===== src/rtl/display_multiplexado_7seg.sv =====
// display_multiplexado_7seg
//
// Drives a 3-position multiplexed 7-segment display (sign, tens, units)
// from the sign/tens/units outputs of a two-digit binary-to-BCD converter.
// A prescaler produces one tick every DIV clocks, and the scan advances one
// digit slot per tick. A load strobe latches a new value. A leading zero in
// the tens position is blanked, and a minus sign is shown for negative
// values. After a load, atualizado pulses once every digit has been
// refreshed with the new value.
//
// Parameters:
//   DIV          clock cycles per digit slot (>= 2)
//   ATIVO_BAIXO  1: segmentos/anodos inverted at the pins (active-low display)
//
// Ports:
//   clock       system clock, rising edge
//   reset       asynchronous reset, active low
//   carregar    load strobe; latches sinal/dezena/unidade
//   sinal       sign, 1 = negative
//   dezena      tens digit (BCD)
//   unidade     units digit (BCD)
//   habilitar   display enable; 0 blanks the outputs
//   segmentos   segments, bit0 = a ... bit6 = g
//   anodos      digit select: bit0 units, bit1 tens, bit2 sign
//   atualizado  one-cycle pulse: new value fully displayed
module display_multiplexado_7seg #(
    parameter int DIV         = 50000,
    parameter bit ATIVO_BAIXO = 1'b1
) (
    input  logic       clock,
    input  logic       reset,
    input  logic       carregar,
    input  logic       sinal,
    input  logic [3:0] dezena,
    input  logic [3:0] unidade,
    input  logic       habilitar,
    output logic [6:0] segmentos,
    output logic [2:0] anodos,
    output logic       atualizado
);

    localparam int PW = (DIV > 1) ? $clog2(DIV) : 1;
    localparam logic [PW-1:0] PRESC_MAX = PW'(DIV - 1);

    // Segment patterns (active high, bit0 = a)
    localparam logic [6:0] SEG_MINUS = 7'h40;
    localparam logic [6:0] SEG_BLANK = 7'h00;

    typedef enum logic [1:0] {
        S_UNI = 2'd0,
        S_DEZ = 2'd1,
        S_SIN = 2'd2
    } state_t;

    logic [PW-1:0] presc_q, presc_d;
    state_t        state_q, state_d;
    logic          sinal_q, sinal_d;
    logic [3:0]    dezena_q, dezena_d;
    logic [3:0]    unidade_q, unidade_d;
    logic [2:0]    cnt_q, cnt_d;
    logic          pendente_q, pendente_d;
    logic [6:0]    seg_q, seg_d;
    logic [2:0]    an_q, an_d;
    logic          atualizado_q, atualizado_d;
    logic          tick;

    // BCD digit to segment pattern; codes 10-15 show 'E'
    function automatic logic [6:0] seg_code(input logic [3:0] v);
        logic [6:0] s;
        case (v)
            4'd0:    s = 7'h3F;
            4'd1:    s = 7'h06;
            4'd2:    s = 7'h5B;
            4'd3:    s = 7'h4F;
            4'd4:    s = 7'h66;
            4'd5:    s = 7'h6D;
            4'd6:    s = 7'h7D;
            4'd7:    s = 7'h07;
            4'd8:    s = 7'h7F;
            4'd9:    s = 7'h6F;
            default: s = 7'h79;
        endcase
        return s;
    endfunction

    // Prescaler and scan state machine. Neither is gated by habilitar.
    always_comb begin
        tick    = (presc_q == PRESC_MAX);
        presc_d = tick ? '0 : presc_q + PW'(1);
        state_d = state_q;
        if (tick) begin
            case (state_q)
                S_UNI:   state_d = S_DEZ;
                S_DEZ:   state_d = S_SIN;
                S_SIN:   state_d = S_UNI;
                default: state_d = S_UNI;
            endcase
        end
    end

    // Value latch, loaded only on the strobe
    always_comb begin
        sinal_d   = sinal_q;
        dezena_d  = dezena_q;
        unidade_d = unidade_q;
        if (carregar) begin
            sinal_d   = sinal;
            dezena_d  = dezena;
            unidade_d = unidade;
        end
    end

    // Refresh handshake. A load always restarts the count, even when it
    // coincides with a tick, so that tick is not counted. Four counted
    // ticks cover one full scan of all three slots with the new value.
    always_comb begin
        cnt_d        = cnt_q;
        pendente_d   = pendente_q;
        atualizado_d = 1'b0;
        if (carregar) begin
            cnt_d      = 3'd0;
            pendente_d = 1'b1;
        end else if (tick && pendente_q) begin
            cnt_d = cnt_q + 3'd1;
            if (cnt_q == 3'd3) begin
                pendente_d   = 1'b0;
                atualizado_d = 1'b1;
            end
        end
    end

    // Slot decode from the current state and latched value; registered,
    // so changes reach the pins one clock later.
    always_comb begin
        seg_d = SEG_BLANK;
        an_d  = 3'b000;
        if (habilitar) begin
            case (state_q)
                S_UNI: begin
                    seg_d = seg_code(unidade_q);
                    an_d  = 3'b001;
                end
                S_DEZ: begin
                    if (dezena_q != 4'd0) begin
                        seg_d = seg_code(dezena_q);
                        an_d  = 3'b010;
                    end
                end
                S_SIN: begin
                    if (sinal_q) begin
                        seg_d = SEG_MINUS;
                        an_d  = 3'b100;
                    end
                end
                default: begin
                    seg_d = SEG_BLANK;
                    an_d  = 3'b000;
                end
            endcase
        end
    end

    always_ff @(posedge clock or negedge reset) begin
        if (!reset) begin
            presc_q      <= '0;
            state_q      <= S_UNI;
            sinal_q      <= 1'b0;
            dezena_q     <= 4'd0;
            unidade_q    <= 4'd0;
            cnt_q        <= 3'd0;
            pendente_q   <= 1'b0;
            seg_q        <= SEG_BLANK;
            an_q         <= 3'b000;
            atualizado_q <= 1'b0;
        end else begin
            presc_q      <= presc_d;
            state_q      <= state_d;
            sinal_q      <= sinal_d;
            dezena_q     <= dezena_d;
            unidade_q    <= unidade_d;
            cnt_q        <= cnt_d;
            pendente_q   <= pendente_d;
            seg_q        <= seg_d;
            an_q         <= an_d;
            atualizado_q <= atualizado_d;
        end
    end

    // Polarity is applied after the register, so reset still yields the
    // inactive level at the pins.
    assign segmentos  = ATIVO_BAIXO ? ~seg_q : seg_q;
    assign anodos     = ATIVO_BAIXO ? ~an_q : an_q;
    assign atualizado = atualizado_q;

endmodule


===== config.mk =====
export PLATFORM = sky130hd
export DESIGN_NAME = display_multiplexado_7seg
export DESIGN_NICKNAME = d
export VERILOG_FILES = /design/src/rtl/display_multiplexado_7seg.sv
export SDC_FILE = /design/constraint.sdc
export NUM_CORES = 1
export LEC_CHECK = 0
export BUFFER_PORTS_ARGS = -buffer_cell sky130_fd_sc_hd__buf_2
export CORE_UTILIZATION = 52
export CTS_CLUSTER_DIAMETER = 30
export DETAILED_ROUTE_END_ITERATION = 12
export PLACE_DENSITY = 0.75
export SYNTH_ARGS = -nofsm -noshare
export SYNTH_HDL_FRONTEND = slang
export SYNTH_SLANG_ARGS = --single-unit

===== constraint.sdc =====
create_clock -name clock -period 1.8 [get_ports clock]
set_clock_uncertainty 0.15 [all_clocks]
set_input_delay 0.36 -clock clock [delete_from_list [all_inputs] [get_ports clock]]
set_output_delay 0.36 -clock clock [all_outputs]
set_load 0.1 [all_outputs]

### Word level (Yosys, flattened, before mapping)

Memory sizes are Yosys's and may differ from the RTL's.
Cells that the tools add are included.

* register bits after elaboration: 42
* bits in read-only memories: 224
* bits of input ports: 13
* output and inout bits: 11
* memories kept: 2

* $add $sub $neg: 2
* equality and inequality tests: 4
* multiplexer cells: 18
* bitwise logic cells: 2
* reduce and logical (&&, ||, !) cells: 6

Memories
* (name not given): depth 16, bits a word 7, rd ports 1, clocked after Yosys merged registers in 0, wr ports 0, line 70 `case (v)`
* (name not given): depth 16, bits a word 7, rd ports 1, clocked after Yosys merged registers in 0, wr ports 0, line 70

Operators by type and width (number)
* $mux 7: 3
* $pmux 7 s3: 1
* $add 16x1->16 const B: 1
* $eq 16x16->1 const B: 1
* $mux 16: 1
* $mux 3: 4
* $pmux 3 s3: 1
* $not 7->7: 1
* $mux 1: 6
* $pmux 2 s2: 1
* $reduce_bool 2->1: 2
* $reduce_bool 4->1: 1
* $add 3x1->3 const B: 1
* $eq 3x2->1 const B: 1
* $not 3->3: 1
* $eq 2x1->1 const B: 1
* $eq 2x2->1 const B: 1
* $logic_not 2->1: 1
* $mux 2: 1
* $reduce_and 2->1: 1
* $logic_and 1x1->1: 1

### Logic depth before layout (Yosys ltp)

* depth after elaboration: 4
* depth in mapped cells: 6
* depth with buffers taken out: 6

### Worst setup path after synthesis

Ideal clock, no wire load.

* kind: flip-flop to flip-flop
* start point: register presc_q[4]
* end point: register state_q[1]
* library setup time: 0.125 ns
* data arrival time: 1.686 ns
* required time: 1.525 ns
* setup slack: -0.161 ns
* cell stages (with the launch flop): 4
* path buffers: 0
* period minus slack after synthesis: 1.961 ns
* path through: dfrtp_1 > or4b_4 > nor4_4 > mux2_2

* longest elaborated chain between the ends: 1

Ends and longest elaborated chain
* start, declared: line 55 `logic [PW-1:0] presc_q, presc_d;`
* start signal, assigned: line 176 `presc_q <= presc_d;`
* $eq 16x16->1: line 88 `tick = (presc_q == PRESC_MAX);`
* end signal, assigned: line 177 `state_q <= state_d;`
* end, declared: line 56 `state_t state_q, state_d;`

Every way passes these cells.
A chain may end at the register's enable or synchronous reset.

### Final worst setup path

* start point: register presc_q[12]
* end point: register state_q[1]

The elaborated chain is that of the path after synthesis.

==> results by group <==
Critical path
  • Startpoint Class: flip-flop
  • Worst EP required: 1840 ps
  • CP max FO: 2
  • CP endpoint kind: flip-flop
  • Arrival @ worst endpoint: 1980 ps
  • Setup CP Type: flip-flop to flip-flop

Synthesis
  • Flops & latches, synth: 42
  • Cells after Synth: 219
  • Register area share after synthesis: 0.490
  • Most frequent cell after synthesis: dfrtp_1
  • Mapped Area: 2150 µm²
  • Yosys cell types: 36
  • Commonest cells post-synth: 42 x dfrtp_1, 24 x inv_1, 17 x nand2_1
  • Post-synth top area share: 0.490
  • Largest cells by area after synthesis: dfrtp_1 49%, ha_1 7.6%, inv_1 4.2%
  • Ys async rst share: 1.00
  • Number of flops mapped to enable cells by yosys: 0
  • Syn avg cell area: 9.80 µm²
  • Syn_nets: 245
  • Synth area leader: dfrtp_1
  • Most used DFF post-synth: dfrtp_1
  • Ys Warns: 0

Clock network
  • Num CTS Buffers: 5
  • Clk slew on worst S/H paths: 80 ps
  • Worst skew pair latency: 290 ps
  • CTS tree: done
  • Worst-case clock buffer depth: 2
  • Sink Count: 42
  • H-tree levels: 2
  • Root buf cell: clkbuf_8

Place
  • Placed Cells: 305
  • Detail Placement HPWL: 2.88 mm
  • Post-DP Area: 2480 µm²
  • Port bufs: 23
  • Placer Congestion: 0.794

Power
  • Seq pwr share: 0.517
  • Net Sw Power: 0.578 mW
  • Pwr dens: 749 nW/µm²
  • Int Power: 1.38 mW
  • Max rail drop VDD: 0.000394 V
  • Clock network fraction of total power: 0.313
  • Power Total: 1.96 mW
  • Switching Fraction: 0.295
  • Static Leak: 1.24 nW
  • Logic gate share of total power: 0.170

Routing
  • Final wirelength: 3.94 mm
  • DR vias/cell: 5.15
  • Via count: 1,618
  • DRT iter0 DRCs: 75
  • WL per Instance: 12.5 µm
  • Drt first pass iters: 4
  • Residual DRC: 0
  • Detail Route Antenna Nets: 0

STA
  • RSZ-0062 raised after global routing: true
  • Slew HR: 0.679
  • Fmax: 515 MHz
  • Minimum hold slack: 119 ps
  • Hold Vio Cnt, Final: 0
  • Tightest Pin Transition: 484 ps
  • Setup TNS: -865 ps
  • Endpoints failing setup: 16
  • Final Max Tran Viols: 0
  • Final worst-path cycle share: 1.08
  • Min Tclk post-route: 1940 ps
  • Setup WS post-layout: -143 ps

Status
  • Status: complete, but fails checks
  • Failing checks: negative setup slack

Floorplan
  • Die width: 66.3 µm
  • Core box area: 3800 µm²
  • Top-Level Pins: 24
  • Starting density of the core: 0.565
  • Rows: 22
  • Die Ht: 66.3 µm
  • Die ar.: 4390 µm²

Global routing
  • Overflow after GRT: 0
  • Largest net degree at the start of global routing: 27
  • First-pass GRT wire length: 6.87 mm
  • Gr usage total: 0.214
  • Vias in the first global route: 1,573
  • Initial antenna violation count: 0

Layout
  • Fin area: 2620 µm²
  • Layout area overhead: 21.9%
  • Filler cells: 299
  • Non-Filler Instances: 314
  • Final nets: 291
  • Diode count: 0
  • Ratio of cells with drive above 1 in the final layout: 0.259

Min path
  • Worst Hold Class: primary input to flip-flop

Flow run
  • Max capacitance violation total: 0
power groups by stage:
stage,Clock (mW),Combinational (mW),Sequential (mW)
6_report,0.613,0.333,1.01
2_1_floorplan,0,0.258,1.01
3_3_place_gp,0,0.323,1.03
4_1_cts,0.638,0.335,1.01
3_5_place_dp,0,0.331,1.03
5_1_grt,0.681,0.365,1.02
layer usage:
layer  GRT usage  vias up  part of all wire
met5           0        -                 0
li1            -      823                 -
met4      0.0824        0             0.014
met1       0.285      754              0.50
met3      0.0586        7             0.044
met2       0.330       34              0.44
cell type report:
class	count	area, µm²	area share
repair buffers	47	318	0.121
inverters	24	90.1	0.0344
clock inverters	1	5.00	0.00191
flip-flops and latches	42	1050	0.402
well taps	48	60.1	0.0230
clock buffers	7	86.3	0.0330
multi-input cells	145	1010	0.385
kinds of logic (layout without fill, tap and decap cells):
kind of cell / after synthesis / after routing / share of synthesized area
and+or+nand+nor: 74 / 74 / 0.188
DFF: 42 / 42 / 0.490
AOI/OAI and AO/OA: 38 / 38 / 0.103
buffers and inverters: 32 / 79 / 0.0565
xor gates and xnor gates: 15 / 15 / 0.0612
adders and majority gates: 13 / 13 / 0.0758
muxes: 5 / 5 / 0.0262
path summary, 6_finish.rpt:
path / start / to / slack (ps) / depth (start not counted)
min: dezena[1] / dezena_q[1] / 120 / 3
max in group asynchronous: reset / presc_q[13] / 670 / 3
min in group asynchronous: reset / dezena_q[3] / 370 / 2
max reg2reg: presc_q[12] / state_q[1] / -140 / 4
max: presc_q[12] / state_q[1] / -140 / 4
min reg2reg: presc_q[10] / presc_q[10] / 360 / 1
per-stage QoR:
stage | setup WS, ps | utilization
finish | -143 | 0.689
global route | -207 | 0.689
CTS | -144 | 0.686
detailed placement | -127 | 0.654
global placement | -95.4 | 0.654
floorplan | -126 | -
registers in the layout (all words and copies together) (netlist names):
name        count
presc_q        16
dezena_q        4
seg_q           7
state_q         2
sinal_q         1
atualizado      1
an_q            3
pendente_q      1
cnt_q           3
unidade_q       4
cell usage in the layout, fill, tap and decap left out, types with 2 or more instances in the layout:
master / instances
and2_1: 3
nand2b_1: 6
o21ai_0: 13
inv_1: 24
ha_1: 13
buf_4: 21
nor2_2: 2
xor2_1: 7
nor2b_1: 4
clkbuf_8: 6
xnor2_1: 8
nor3_1: 6
a311oi_1: 2
nand3_1: 8
nor4_1: 2
nor2_1: 13
buf_2: 23
a21o_1: 2
a21oi_1: 14
nand4_1: 4
dfrtp_1: 42
nand2_1: 16
mux2_2: 4
repair_timing:
| action | in CTS | in global routing |
|---|---|---|
| hold buffers | 1 | 0 |
| pin swaps | 5 | 0 |
| setup buffers | 1 | 0 |
| hold endpoints to repair | 16 | 0 |
| resized for setup | 3 | 7 |
| gates cloned | 0 | 0 |
| setup endpoints to repair | 16 | 16 |
critical path, stage by stage, from the launching register on:
cell and delay [ps]:
dfrtp_1 380, or4bb_4 560, nor4_4 290, buf_4 180, mux2_4 290
Power figures use the tool's default switching activity.
